[src/rtl/nn_regs_pkg.sv]
// nn_regs_pkg: register map offsets, CTRL/STATUS bit positions and FSM states
// for the perceptron coefficient register bank.
package nn_regs_pkg;

  localparam int CTRL_START = 0;
  localparam int CTRL_CLR   = 1;

  localparam int ST_BUSY = 0;
  localparam int ST_DONE = 1;
  localparam int ST_ERR  = 2;

  typedef enum logic {
    IDLE = 1'b0,
    RUN  = 1'b1
  } state_t;

  function automatic int unsigned off_offset(int unsigned n);
    return 4 * n;
  endfunction

  function automatic int unsigned off_entrada(int unsigned n);
    return 4 * n + 4;
  endfunction

  function automatic int unsigned off_ctrl(int unsigned n);
    return 4 * n + 8;
  endfunction

  function automatic int unsigned off_status(int unsigned n);
    return 4 * n + 12;
  endfunction

  function automatic int unsigned off_result(int unsigned n);
    return 4 * n + 16;
  endfunction

endpackage

[src/rtl/nn_addr_decode.sv]
// nn_addr_decode: full-width byte address to one-hot register select.
// sel[N_COEF+5] flags a miss (unmapped or misaligned address).
module nn_addr_decode
  import nn_regs_pkg::*;
#(
  parameter int              N_COEF = 20,
  parameter int              ADDR_W = 12,
  parameter logic [ADDR_W-1:0] BASE = 12'h800
) (
  input  logic [ADDR_W-1:0]  addr,
  output logic [N_COEF+5:0]  sel,
  output logic               hit
);

  function automatic logic [ADDR_W-1:0] at(int unsigned off);
    return BASE + ADDR_W'(off);
  endfunction

  genvar i;
  for (i = 0; i < N_COEF; i++) begin : g_coef
    assign sel[i] = (addr == at(4 * i));
  end

  assign sel[N_COEF]   = (addr == at(off_offset(N_COEF)));
  assign sel[N_COEF+1] = (addr == at(off_entrada(N_COEF)));
  assign sel[N_COEF+2] = (addr == at(off_ctrl(N_COEF)));
  assign sel[N_COEF+3] = (addr == at(off_status(N_COEF)));
  assign sel[N_COEF+4] = (addr == at(off_result(N_COEF)));

  assign hit           = |sel[N_COEF+4:0];
  assign sel[N_COEF+5] = ~hit;

endmodule

[src/rtl/nn_coeff_regfile.sv]
// nn_coeff_regfile: bus-mapped coefficient/control bank for the perceptron.
// Define NN_REGFILE_SHADOW_EN to drive datapath inputs from a shadow bank.
module nn_coeff_regfile
  import nn_regs_pkg::*;
#(
  parameter int                N_COEF    = 20,
  parameter int                DATA_W    = 16,
  parameter int                ADDR_W    = 12,
  parameter logic [ADDR_W-1:0] BASE_ADDR = 12'h800
) (
  input  logic                     Clk,
  input  logic                     Reset,
  input  logic [ADDR_W-1:0]        Address,
  input  logic                     Write,
  input  logic                     Read,
  input  logic [31:0]              WriteData,
  output logic [31:0]              ReadData,
  output logic                     ReadValid,
  output logic [N_COEF*DATA_W-1:0] Coef,
  output logic [DATA_W-1:0]        Offset,
  output logic [DATA_W-1:0]        Entrada,
  output logic                     Start,
  input  logic                     Done,
  input  logic [DATA_W-1:0]        Result
);

  localparam int S_OFF  = N_COEF;
  localparam int S_ENT  = N_COEF + 1;
  localparam int S_CTRL = N_COEF + 2;
  localparam int S_STAT = N_COEF + 3;
  localparam int S_RES  = N_COEF + 4;
  localparam int S_MISS = N_COEF + 5;

`ifdef NN_REGFILE_SHADOW_EN
  localparam bit SHADOW = 1'b1;
`else
  localparam bit SHADOW = 1'b0;
`endif

  logic [N_COEF+5:0] sel;
  logic              hit;

  nn_addr_decode #(
    .N_COEF (N_COEF),
    .ADDR_W (ADDR_W),
    .BASE   (BASE_ADDR)
  ) u_dec (
    .addr (Address),
    .sel  (sel),
    .hit  (hit)
  );

  state_t            state_q, state_d;
  logic              busy;
  logic [DATA_W-1:0] coef_q [N_COEF];
  logic [DATA_W-1:0] off_q, ent_q, res_q;
  logic              done_q, err_q;
  logic [DATA_W-1:0] wdata;
  logic [31:0]       rdata;

  logic wr_ctrl, start_req, clr_req, done_ev;
  logic start_ok, data_wr, data_we, data_drop;
  logic unused_bits;

  assign busy      = (state_q == RUN);
  assign wdata     = WriteData[DATA_W-1:0];
  assign wr_ctrl   = Write & sel[S_CTRL];
  assign start_req = wr_ctrl & WriteData[CTRL_START];
  assign clr_req   = wr_ctrl & WriteData[CTRL_CLR];
  assign done_ev   = Done & busy;
  assign data_wr   = Write & (|sel[S_ENT:0]);
  assign data_we   = data_wr & (SHADOW | ~busy);
  assign data_drop = data_wr & busy & ~SHADOW;

  assign unused_bits = &{1'b0, WriteData, sel[S_MISS]};

  // Next state; a start is only accepted from IDLE
  always_comb begin
    state_d  = state_q;
    start_ok = 1'b0;
    unique case (state_q)
      IDLE: begin
        if (start_req) begin
          start_ok = 1'b1;
          state_d  = RUN;
        end
      end
      RUN: begin
        if (Done) state_d = IDLE;
      end
    endcase
  end

  // State register and registered one-cycle Start pulse
  always_ff @(posedge Clk or posedge Reset) begin
    if (Reset) begin
      state_q <= IDLE;
      Start   <= 1'b0;
    end else begin
      state_q <= state_d;
      Start   <= start_ok;
    end
  end

  // Front register bank written from the bus
  always_ff @(posedge Clk or posedge Reset) begin
    if (Reset) begin
      for (int i = 0; i < N_COEF; i++) coef_q[i] <= '0;
      off_q <= '0;
      ent_q <= '0;
    end else if (data_we) begin
      for (int i = 0; i < N_COEF; i++)
        if (sel[i]) coef_q[i] <= wdata;
      if (sel[S_OFF]) off_q <= wdata;
      if (sel[S_ENT]) ent_q <= wdata;
    end
  end

  // Result capture and sticky flags; new events win over a clear
  always_ff @(posedge Clk or posedge Reset) begin
    if (Reset) begin
      res_q  <= '0;
      done_q <= 1'b0;
      err_q  <= 1'b0;
    end else begin
      if (done_ev) res_q <= Result;
      if (clr_req) begin
        done_q <= 1'b0;
        err_q  <= 1'b0;
      end
      if (done_ev) done_q <= 1'b1;
      if ((start_req & busy) | data_drop) err_q <= 1'b1;
    end
  end

  // Readback mux sees pre-write values
  always_comb begin
    rdata = '0;
    if (hit) begin
      for (int i = 0; i < N_COEF; i++)
        if (sel[i]) rdata = 32'(coef_q[i]);
      if (sel[S_OFF]) rdata = 32'(off_q);
      if (sel[S_ENT]) rdata = 32'(ent_q);
      if (sel[S_STAT]) begin
        rdata[ST_BUSY] = busy;
        rdata[ST_DONE] = done_q;
        rdata[ST_ERR]  = err_q;
      end
      if (sel[S_RES]) rdata = 32'(res_q);
    end
  end

  // Read response one cycle after the strobe
  always_ff @(posedge Clk or posedge Reset) begin
    if (Reset) begin
      ReadData  <= '0;
      ReadValid <= 1'b0;
    end else begin
      ReadValid <= Read;
      ReadData  <= Read ? rdata : '0;
    end
  end

`ifdef NN_REGFILE_SHADOW_EN
  logic [DATA_W-1:0] sh_coef [N_COEF];
  logic [DATA_W-1:0] sh_off, sh_ent;

  // Shadow bank snapshots the front bank when a run starts
  always_ff @(posedge Clk or posedge Reset) begin
    if (Reset) begin
      for (int i = 0; i < N_COEF; i++) sh_coef[i] <= '0;
      sh_off <= '0;
      sh_ent <= '0;
    end else if (start_ok) begin
      for (int i = 0; i < N_COEF; i++) sh_coef[i] <= coef_q[i];
      sh_off <= off_q;
      sh_ent <= ent_q;
    end
  end

  for (genvar i = 0; i < N_COEF; i++) begin : g_out
    assign Coef[i*DATA_W +: DATA_W] = sh_coef[i];
  end
  assign Offset  = sh_off;
  assign Entrada = sh_ent;
`else
  for (genvar i = 0; i < N_COEF; i++) begin : g_out
    assign Coef[i*DATA_W +: DATA_W] = coef_q[i];
  end
  assign Offset  = off_q;
  assign Entrada = ent_q;
`endif

endmodule

[config.mk]
export PLATFORM = sky130hd
export DESIGN_NAME = nn_coeff_regfile
export DESIGN_NICKNAME = d
export VERILOG_FILES = /design/src/rtl/nn_regs_pkg.sv /design/src/rtl/nn_addr_decode.sv /design/src/rtl/nn_coeff_regfile.sv
export SDC_FILE = /design/constraint.sdc
export NUM_CORES = 1
export LEC_CHECK = 0
export CAP_MARGIN = 20
export CORE_MARGIN = 5
export CORE_UTILIZATION = 56
export CTS_BUF_LIST = sky130_fd_sc_hd__clkbuf_2 sky130_fd_sc_hd__clkbuf_4 sky130_fd_sc_hd__clkbuf_8
export DETAILED_ROUTE_END_ITERATION = 8
export GPL_ROUTABILITY_DRIVEN = 0
export PLACE_DENSITY = 0.9
export SLEW_MARGIN = 40
export SYNTH_ARGS = -nofsm -noshare
export SYNTH_HDL_FRONTEND = slang
export SYNTH_SLANG_ARGS = --single-unit
[constraint.sdc]
create_clock -name Clk -period 28.4 [get_ports Clk]
set_input_delay 2.84 -clock Clk [delete_from_list [all_inputs] [get_ports Clk]]
set_output_delay 2.84 -clock Clk [all_outputs]
set_load 0.01 [all_outputs]
==> results of run 1 <==
[flip-flops by register name, indices dropped and copies added (netlist names)]
signal	cells
Coef	320
Entrada	16
Offset	16
ReadData	16
res_q	16
ReadValid	1
Start	1
busy	1
done_q	1
err_q	1
[cell type report]
type	count	area (um^2)	share of cell area (%)
antenna	6	15.0	0.0610
clock buffer	100	1240	5.05
clock inverter	8	76.3	0.310
inverter	7	38.8	0.157
multi-input combinational	946	8570	34.8
sequential	389	9730	39.5
tap	448	561	2.28
timing repair buffer	448	4390	17.8
[stage by stage]
step	worst slack [ns]	power, W	utilization, %
detailed placement	21.56	0.000630	69.9
global placement	21.58	0.000628	69.5
floorplan	14.75	0.000605	-
global route	22.28	0.00116	73.8
finish	22.19	0.00113	73.8
CTS	22.22	0.00113	73.8
[kinds of logic (layout without fill, tap and decap cells)]
logic type,after synthesis,count (layout),synth area share [%]
muxes,441,441,27.6
DFF,389,389,51.7
xor gates and xnor gates,1,1,0.0465
other,1,22,0.0199
AOI/OAI and AO/OA,253,253,9.47
and+or+nand+nor,235,235,7.43
buffers and inverters,145,563,3.79
[Yosys cell counts, drive strengths merged (6+ instances only)]
cell type,number
o21ai,46
nor2,61
nand4,12
o32ai,7
a21oi,40
dfrtp,389
mux2,392
nor3,29
nor4b,6
and2,6
o31ai,6
mux4,23
o221ai,9
nor4,10
nor2b,7
a221oi,15
o211ai,9
o22ai,26
a2111oi,8
buf,77
nand2b,9
inv,7
nand2,44
clkbuf,61
a31oi,6
o2bb2ai,6
a22oi,10
a211oi,14
nand3,23
mux2i,26
[where the power goes]
| part | total (W) | switching (W) | leakage (nW) | internal, W |
|---|---|---|---|---|
| registers | 0.000558 | 0.00000175 | 5.41 | 0.000557 |
| clock network | 0.000511 | 0.000227 | 0.701 | 0.000284 |
| logic | 0.0000635 | 0.0000479 | 5.06 | 0.0000156 |
| total | 0.00113 | 0.000276 | 11.2 | 0.000857 |
[critical path: cells and delay by family]
kind          cells  cell delay, ns
buf+inv           1            0.81
mux               1            0.60
simple gates      4            2.46
[path summary, 6_finish.rpt]
| check | endpoint | slack (ns) |
|---|---|---|
| max in group asynchronous | Coef[18]$_DFFE_PP0P_ | 24.24 |
| worst min register to register | err_q$_DFFE_PP0P_ | 0.51 |
| worst min-delay path | err_q$_DFFE_PP0P_ | 0.51 |
| worst max register to register | Coef[279]$_DFFE_PP0P_ | 25.65 |
| min in group asynchronous | Coef[154]$_DFFE_PP0P_ | 2.77 |
| worst max-delay path | Coef[19]$_DFFE_PP0P_ | 22.19 |
[layer usage]
metal | vias up | track usage, % | part of all wire (%)
met4 | 4 | 21.8 | 6.3
met1 | 7921 | 48.8 | 36
met3 | 313 | 13.0 | 12
met5 | - | 0 | 0.097
li1 | 6279 | - | -
met2 | 1287 | 59.4 | 46
[cells in the final DEF, fill, tap and decap left out, types with 7 or more instances in the layout]
cell / instances
nand2b_1: 9
nand3_1: 15
dfrtp_1: 389
a211oi_1: 14
mux2_1: 112
o21ai_0: 42
o22ai_1: 26
o221ai_1: 9
clkdlybuf4s50_1: 401
mux2i_1: 26
nand3_2: 7
nor2_4: 12
clkbuf_8: 80
o32ai_1: 7
a221oi_1: 15
o211ai_1: 9
clkbuf_4: 21
buf_4: 25
nor2_1: 43
mux4_2: 23
nand4_1: 12
a21oi_1: 40
conb_1: 16
a22oi_1: 10
nand2_1: 43
buf_2: 15
mux2_2: 280
nor3_1: 18
==> results.cfg, run 1 <==
[run_status]
outcome = finished clean

[synthesis]
synth-edff-count = 0
ys_seq_elements = 389
synth_ff_type = dfrtp_1
avgSynthCellArea_um2 = 12.9
async_flop_share_pct = 100
synth_top_area_cell = dfrtp_1
synth_warnings = 0
synth_top_area_share_pct = 51.7
synth_cell_types = 87
yosysSeqAreaShare_pct = 51.7
synthTopCellsByArea = dfrtp_1, mux2_2, mux2_1
netlist_instances = 1465
synth_area_um2 = 18800

[hold_path]
min_from = err_q$_DFFE_PP0P_
min_delay_path_depth = 1
hp-class = flop to flop

[route]
vias_per_cell = 6.72
drtIter0Drc = 1870
num_vias = 15800
wl_per_cell_um = 32.0
route.detailed.drc = 0
ant_nets = 0
dr.pass1.iters = 6
wirelength_um = 75400

[clock_tree]
cts_tree = built
postCtsHoldBufs = 0
clkSlewWorstSetupHoldPaths_ns = 0.06
htreeDepth = 2
clock_latency_ns = 0.65
postCtsSetupBuffers = 0
clkSinkCount = 389
cts_resized = 0
cts_root_buffer = clkbuf_8
cts_made_buffers = 61
clock_path_buffers = 3

[floorplan]
ios = 451
die_h_um = 193
start_util_pct = 56.5
rows = 67
fp.dieW_um = 193
dieArea_um2 = 37400
core_area_um2 = 33400

[final_layout]
area_growth_pct = 30.8
nets = 1918
fin_area_um2 = 24600
drive_gt1_share_pct = 27.3
final_cells = 2352
nFillCells = 2135

[placement]
place_hpwl_um = 51800
placed_area_um2 = 23300
portBuffers = 418
dp.cells = 2238

[worst_setup_path]
slowest_stage = clkdlybuf4s50_1
critPathMaxStageDelay_ns = 0.81
r2r_start = busy$_DFF_PP0_
crit_top_cell = nand3_2
path_class = input pin to flop
crit_path_end_kind = flop
cp_cell_sequence = clkdlybuf4s50_1 -> nor3_2 -> nand3_2 -> nor2_2 -> nand3_2 -> mux2_1
crit_path_max_fanout = 19
cp-start-kind = input pin
crit_arrival_ns = 6.73
reg2reg_depth = 6
critPathLaunch = Address[5]
worstPathRequired_ns = 28.92

[power]
power_leakage_nw = 11.2
peakVddDrop_mv = 0.0414
power.density_nw_per_um2 = 46.0

[global_routing]
grt_overflow = 0
grt_antenna_before_repair = 6
grtUsageTotal_pct = 38.8
grt_first_pass_wirelength_um = 111000
grt_pass1_vias = 16200
grt_start_max_net_pins = 130

[timing]
period_needed_ns = 6.21
hold_violations = 0
finClkSkew_ns = 0.0297
hold_slack_ns = 0.510
setup_tns_ns = 0
fmax_ghz = 0.161
final-max-slew-violation-count = 0
max-slew-margin-rel_pct = 38.2
tightest_slew_ns = 0.924
period_share_pct = 21.9
setup_viol = 0
rsz0062_at_grt = false

[flow_run]
maxCapViolCount = 0
Note: power is estimated with default switching activity, not from simulation.
==> run 2: changes to the inputs <==
--- a/config.mk
+++ b/config.mk
@@ -7,11 +7,11 @@
 export LEC_CHECK = 0
 export CAP_MARGIN = 20
 export CORE_MARGIN = 5
-export CORE_UTILIZATION = 56
+export CORE_UTILIZATION = 52
 export CTS_BUF_LIST = sky130_fd_sc_hd__clkbuf_2 sky130_fd_sc_hd__clkbuf_4 sky130_fd_sc_hd__clkbuf_8
 export DETAILED_ROUTE_END_ITERATION = 8
 export GPL_ROUTABILITY_DRIVEN = 0
-export PLACE_DENSITY = 0.9
+export PLACE_DENSITY = 0.84
 export SLEW_MARGIN = 40
 export SYNTH_ARGS = -nofsm -noshare
 export SYNTH_HDL_FRONTEND = slang
==> constraint.sdc (replaced) <==
create_clock -name Clk -period 6.1 [get_ports Clk]
set_input_delay 0.61 -clock Clk [delete_from_list [all_inputs] [get_ports Clk]]
set_output_delay 0.61 -clock Clk [all_outputs]
set_load 0.01 [all_outputs]
==> results.cfg, run 2 (same netlist as run 1, synthesis figures left out) <==
[clock_tree]
cts_made_buffers = 66
cts_root_buffer = clkbuf_8
cts_tree = built
clock_latency_ns = 0.62
clkSlewWorstSetupHoldPaths_ns = 0.06
postCtsHoldBufs = 0
htreeDepth = 3
postCtsSetupBuffers = 0
cts_resized = 0
clock_path_buffers = 3
clkSinkCount = 389

[global_routing]
grt_antenna_before_repair = 4
grt_first_pass_wirelength_um = 112000
grt_pass1_vias = 16200
grt_start_max_net_pins = 157
grtUsageTotal_pct = 36.9
grt_overflow = 0

[worst_setup_path]
path_buf_inv = 3
crit_arrival_ns = 4.28
cp-start-kind = input pin
cp_cell_sequence = clkdlybuf4s50_1 -> nor4b_4 -> buf_4 -> nand3_1 -> buf_4 -> a221oi_1 -> a311oi_1 -> a2111oi_0 -> a211oi_1
critPathTopFamily = simple AND/OR/NAND/NOR gates
slowest_stage = nor4b_4
worstPathRequired_ns = 6.54
crit_path_end_kind = flop
crit_top_cell = buf_4
critPathMaxStageDelay_ns = 0.76
path_class = input pin to flop
crit_path_max_fanout = 11

[floorplan]
die_h_um = 200
fp.dieW_um = 200
rows = 69
ios = 451
start_util_pct = 52.8
dieArea_um2 = 40100
core_area_um2 = 35700

[final_layout]
final_cells = 2392
area_growth_pct = 32.1
nets = 1943
drive_gt1_share_pct = 28.4
mostFrequentLayoutCell = clkdlybuf4s50_1
fin_area_um2 = 24900
layout_common_cells = clkdlybuf4s50_1, dfrtp_1, mux2_2
largest_reg_flops = 320
nFillCells = 2526

[timing]
period_share_pct = 63.0
fmax_ghz = 0.260
rsz0062_at_grt = false
period_needed_ns = 3.84
final-max-slew-violation-count = 0
max-slew-margin-rel_pct = 38.6
hold_slack_ns = 0.374
setup_viol = 0
hold_violations = 0
finClkSkew_ns = 0.0256
tightest_slew_ns = 0.919
setup_tns_ns = 0

[route]
num_vias = 15800
vias_per_cell = 6.60
ant_nets = 0
drtIter0Drc = 1557
dr.pass1.iters = 6
wirelength_um = 76000
wl_per_cell_um = 31.8
route.detailed.drc = 0

[power]
finalPower_w = 0.00548
peakVddDrop_mv = 0.214
power_leakage_nw = 11.3
power.density_nw_per_um2 = 220

[run_status]
outcome = finished clean

[hold_path]
hp-class = input pin to async pin

[placement]
portBuffers = 418
dp.cells = 2270
place_hpwl_um = 53500
placed_area_um2 = 23400

[flow_run]
maxCapViolCount = 0
## run 2: through the flow
step | util [%] | worst slack [ns]
finish | 69.8 | 2.26
global route | 69.8 | 2.26
CTS | 69.7 | 2.44
detailed placement | 65.6 | 1.80
global placement | 65.6 | 1.29
floorplan | - | 0.258
## run 2: worst paths after layout
check | start | endpoint | slack (ns) | cells after the start
min in group Clk | Coef[245]$_DFFE_PP0P_ | Coef[245]$_DFFE_PP0P_ | 0.51 | 1
setup / recovery | Address[10] | ReadData[14]$_DFF_PP0_ | 2.26 | 9
hold / removal | Reset | Coef[74]$_DFFE_PP0P_ | 0.37 | 2
setup reg to reg | busy$_DFF_PP0_ | Coef[306]$_DFFE_PP0P_ | 3.49 | 6
max in group asynchronous | Reset | err_q$_DFFE_PP0P_ | 4.53 | 4
hold reg to reg | Coef[245]$_DFFE_PP0P_ | Coef[245]$_DFFE_PP0P_ | 0.51 | 1
## run 2: area by class of cell
cell class                      instances  area [um^2]  share of cell area (%)
Timing Repair Buffer                  468         4550                    18.3
Antenna cell                            2         5.00                  0.0201
Clock inverter                         13          133                   0.533
Inverter                                7         30.0                   0.121
Tap cell                              461          577                    2.32
Clock buffer                          106         1330                    5.36
Sequential cell                       389         9730                    39.1
Multi-Input combinational cell        946         8520                    34.3
## run 2: routing by layer
| layer | track usage (%) | share of wire (%) | vias up |
|---|---|---|---|
| met1 | 46.8 | 36 | 7940 |
| met4 | 19.9 | 6.4 | 6 |
| li1 | - | - | 6339 |
| met3 | 11.6 | 12 | 285 |
| met5 | 0 | 0.050 | - |
| met2 | 57.0 | 45 | 1208 |
## run 2: power breakdown
part	switching, W	internal [W]
registers	0.00000773	0.00259
clock network	0.00110	0.00148
logic	0.000223	0.0000763
total	0.00134	0.00414
## run 2: worst register-to-register path: stages, from the launching register on
cell and delay [ns]:
dfrtp_1 0.40, inv_1 0.12, nand2_1 0.21, or2_1 0.52
nor2_2 0.55, buf_4 0.33, mux2_2 0.37
==> run 3: changes to the inputs <==
--- a/config.mk
+++ b/config.mk
@@ -7,11 +7,11 @@
 export LEC_CHECK = 0
 export CAP_MARGIN = 20
 export CORE_MARGIN = 5
-export CORE_UTILIZATION = 52
+export CORE_UTILIZATION = 47
 export CTS_BUF_LIST = sky130_fd_sc_hd__clkbuf_2 sky130_fd_sc_hd__clkbuf_4 sky130_fd_sc_hd__clkbuf_8
 export DETAILED_ROUTE_END_ITERATION = 8
 export GPL_ROUTABILITY_DRIVEN = 0
-export PLACE_DENSITY = 0.84
+export PLACE_DENSITY = 0.8
 export SLEW_MARGIN = 40
 export SYNTH_ARGS = -nofsm -noshare
 export SYNTH_HDL_FRONTEND = slang
==> constraint.sdc (replaced) <==
create_clock -name Clk -period 3.12 [get_ports Clk]
set_input_delay 0.312 -clock Clk [delete_from_list [all_inputs] [get_ports Clk]]
set_output_delay 0.312 -clock Clk [all_outputs]
set_load 0.01 [all_outputs]
==> results.cfg, run 3 (same netlist as run 1, synthesis figures left out) <==
[run_status]
outcome = finished clean

[worst_setup_path]
crit_path_max_fanout = 5
path_class = input pin to flop
crit_path_end_kind = flop
crit_top_cell = buf_4
worstPathRequired_ns = 3.66
critPathMaxStageDelay_ns = 0.63
crit_arrival_ns = 3.24
cp_cell_sequence = clkdlybuf4s50_1 -> buf_4 -> and4bb_2 -> nand3_1 -> buf_4 -> o32ai_1 -> nor3_1 -> a2111oi_2 -> buf_4 -> o31ai_1
cp-start-kind = input pin
path_buf_inv = 4
critPathTopFamily = buffers and inverters
slowest_stage = a2111oi_2

[timing]
max-slew-margin-rel_pct = 39.1
hold_violations = 0
setup_viol = 0
finClkSkew_ns = 0.0187
period_share_pct = 86.5
fmax_ghz = 0.371
final-max-slew-violation-count = 0
rsz0062_at_grt = false
period_needed_ns = 2.70
tightest_slew_ns = 0.911

[flow_run]
maxCapViolCount = 0

[route]
route.detailed.drc = 0
num_vias = 16100
vias_per_cell = 6.28
drtIter0Drc = 1925
wl_per_cell_um = 30.2
dr.pass1.iters = 6
ant_nets = 0
wirelength_um = 77300

[power]
power.density_nw_per_um2 = 405
power_leakage_nw = 11.9
peakVddDrop_mv = 0.386

[final_layout]
drive_gt1_share_pct = 31.5
nFillCells = 3038
mostFrequentLayoutCell = clkdlybuf4s50_1
layout_common_cells = clkdlybuf4s50_1, dfrtp_1, mux2_2
nets = 2048
area_growth_pct = 37.4
largest_reg_flops = 320
fin_area_um2 = 25900
final_cells = 2558

[placement]
place_hpwl_um = 57500
dp.cells = 2444
portBuffers = 418
placed_area_um2 = 24500

[clock_tree]
cts_resized = 0
clock_latency_ns = 0.67
htreeDepth = 2
clkSlewWorstSetupHoldPaths_ns = 0.07
cts_root_buffer = clkbuf_8
clkSinkCount = 389
clock_path_buffers = 3
cts_made_buffers = 61
cts_tree = built

[floorplan]
dieArea_um2 = 44200
fp.dieW_um = 210
rows = 73
ios = 451
core_area_um2 = 39700
start_util_pct = 47.4
die_h_um = 210

[global_routing]
grt_overflow = 0
grtUsageTotal_pct = 34.0
grt_pass1_vias = 16300
grt_start_max_net_pins = 112
grt_antenna_before_repair = 5
grt_first_pass_wirelength_um = 112000

[hold_path]
hp-class = input pin to flop
==> run 3: worst reg2reg max path, delay by kind of cell (launching register included) <==
family / cells / cell delay (ns)
DFF: 1 / 0.39
muxes: 2 / 0.61
buffers and inverters: 1 / 0.17
AOI/OAI and AO/OA: 4 / 1.01
==> run 3: cell type report <==
cell class | count | area, um^2 | share of cell area [%]
multi-input cells | 946 | 8470 | 32.7
well taps | 525 | 657 | 2.54
repair buffers | 578 | 5620 | 21.7
diodes | 2 | 5.00 | 0.0193
inverters | 7 | 30.0 | 0.116
clock inverters | 13 | 126 | 0.488
flip-flops and latches | 389 | 9730 | 37.6
clock buffers | 98 | 1240 | 4.80
==> run 3: timing repair <==
| action | 4_1_cts | 5_1_grt |
|---|---|---|
| endpoints found under the hold margin | 7 | 0 |
| buffers inserted | 0 | 0 |
| hold buffers | 1 | 0 |
==> run 3: worst paths after layout <==
kind	startpoint	endpoint	slack [ns]	depth (start not counted)
max reg2reg	Coef[78]$_DFFE_PP0P_	ReadData[14]$_DFF_PP0_	0.84	7
min reg2reg	done_q$_DFFE_PP0P_	done_q$_DFFE_PP0P_	0.51	2
min	WriteData[4]	Coef[116]$_DFFE_PP0P_	0.18	3
min in group asynchronous	Reset	Coef[90]$_DFFE_PP0P_	0.54	3
max in group asynchronous	Reset	Coef[88]$_DFFE_PP0P_	1.54	5
max	Address[6]	ReadData[13]$_DFF_PP0_	0.42	10
==> run 3: per-stage QoR <==
step / setup TNS [ns] / power (W) / hold WS (ns) / setup slack [ns] / util [%]
floorplan: -942.90 / 0.00551 / 0.343 / -2.42 / -
global placement: -0.553 / 0.00578 / 0.477 / -0.553 / 61.8
detailed placement: -0.354 / 0.00579 / 0.495 / -0.340 / 61.7
CTS: 0 / 0.0105 / 0.115 / 0.356 / 65.2
global route: 0 / 0.0108 / 0.153 / 0.404 / 65.1
finish: 0 / 0.0105 / 0.181 / 0.423 / 65.1
==> run 3: routing by layer <==
| metal | up-vias | track usage [%] | routed length (um) |
|---|---|---|---|
| met5 | - | 0 | 41 |
| met2 | 1143 | 52.1 | 34600 |
| met4 | 6 | 16.8 | 4550 |
| met3 | 285 | 10.2 | 8600 |
| li1 | 6551 | - | - |
| met1 | 8092 | 44.3 | 29500 |
==> run 3: where the power goes <==
| group | internal (W) | total (W) | switching [W] |
|---|---|---|---|
| logic | 0.000188 | 0.000634 | 0.000446 |
| clock network | 0.00268 | 0.00478 | 0.00210 |
| registers | 0.00507 | 0.00508 | 0.0000161 |
| total | 0.00794 | 0.0105 | 0.00256 |
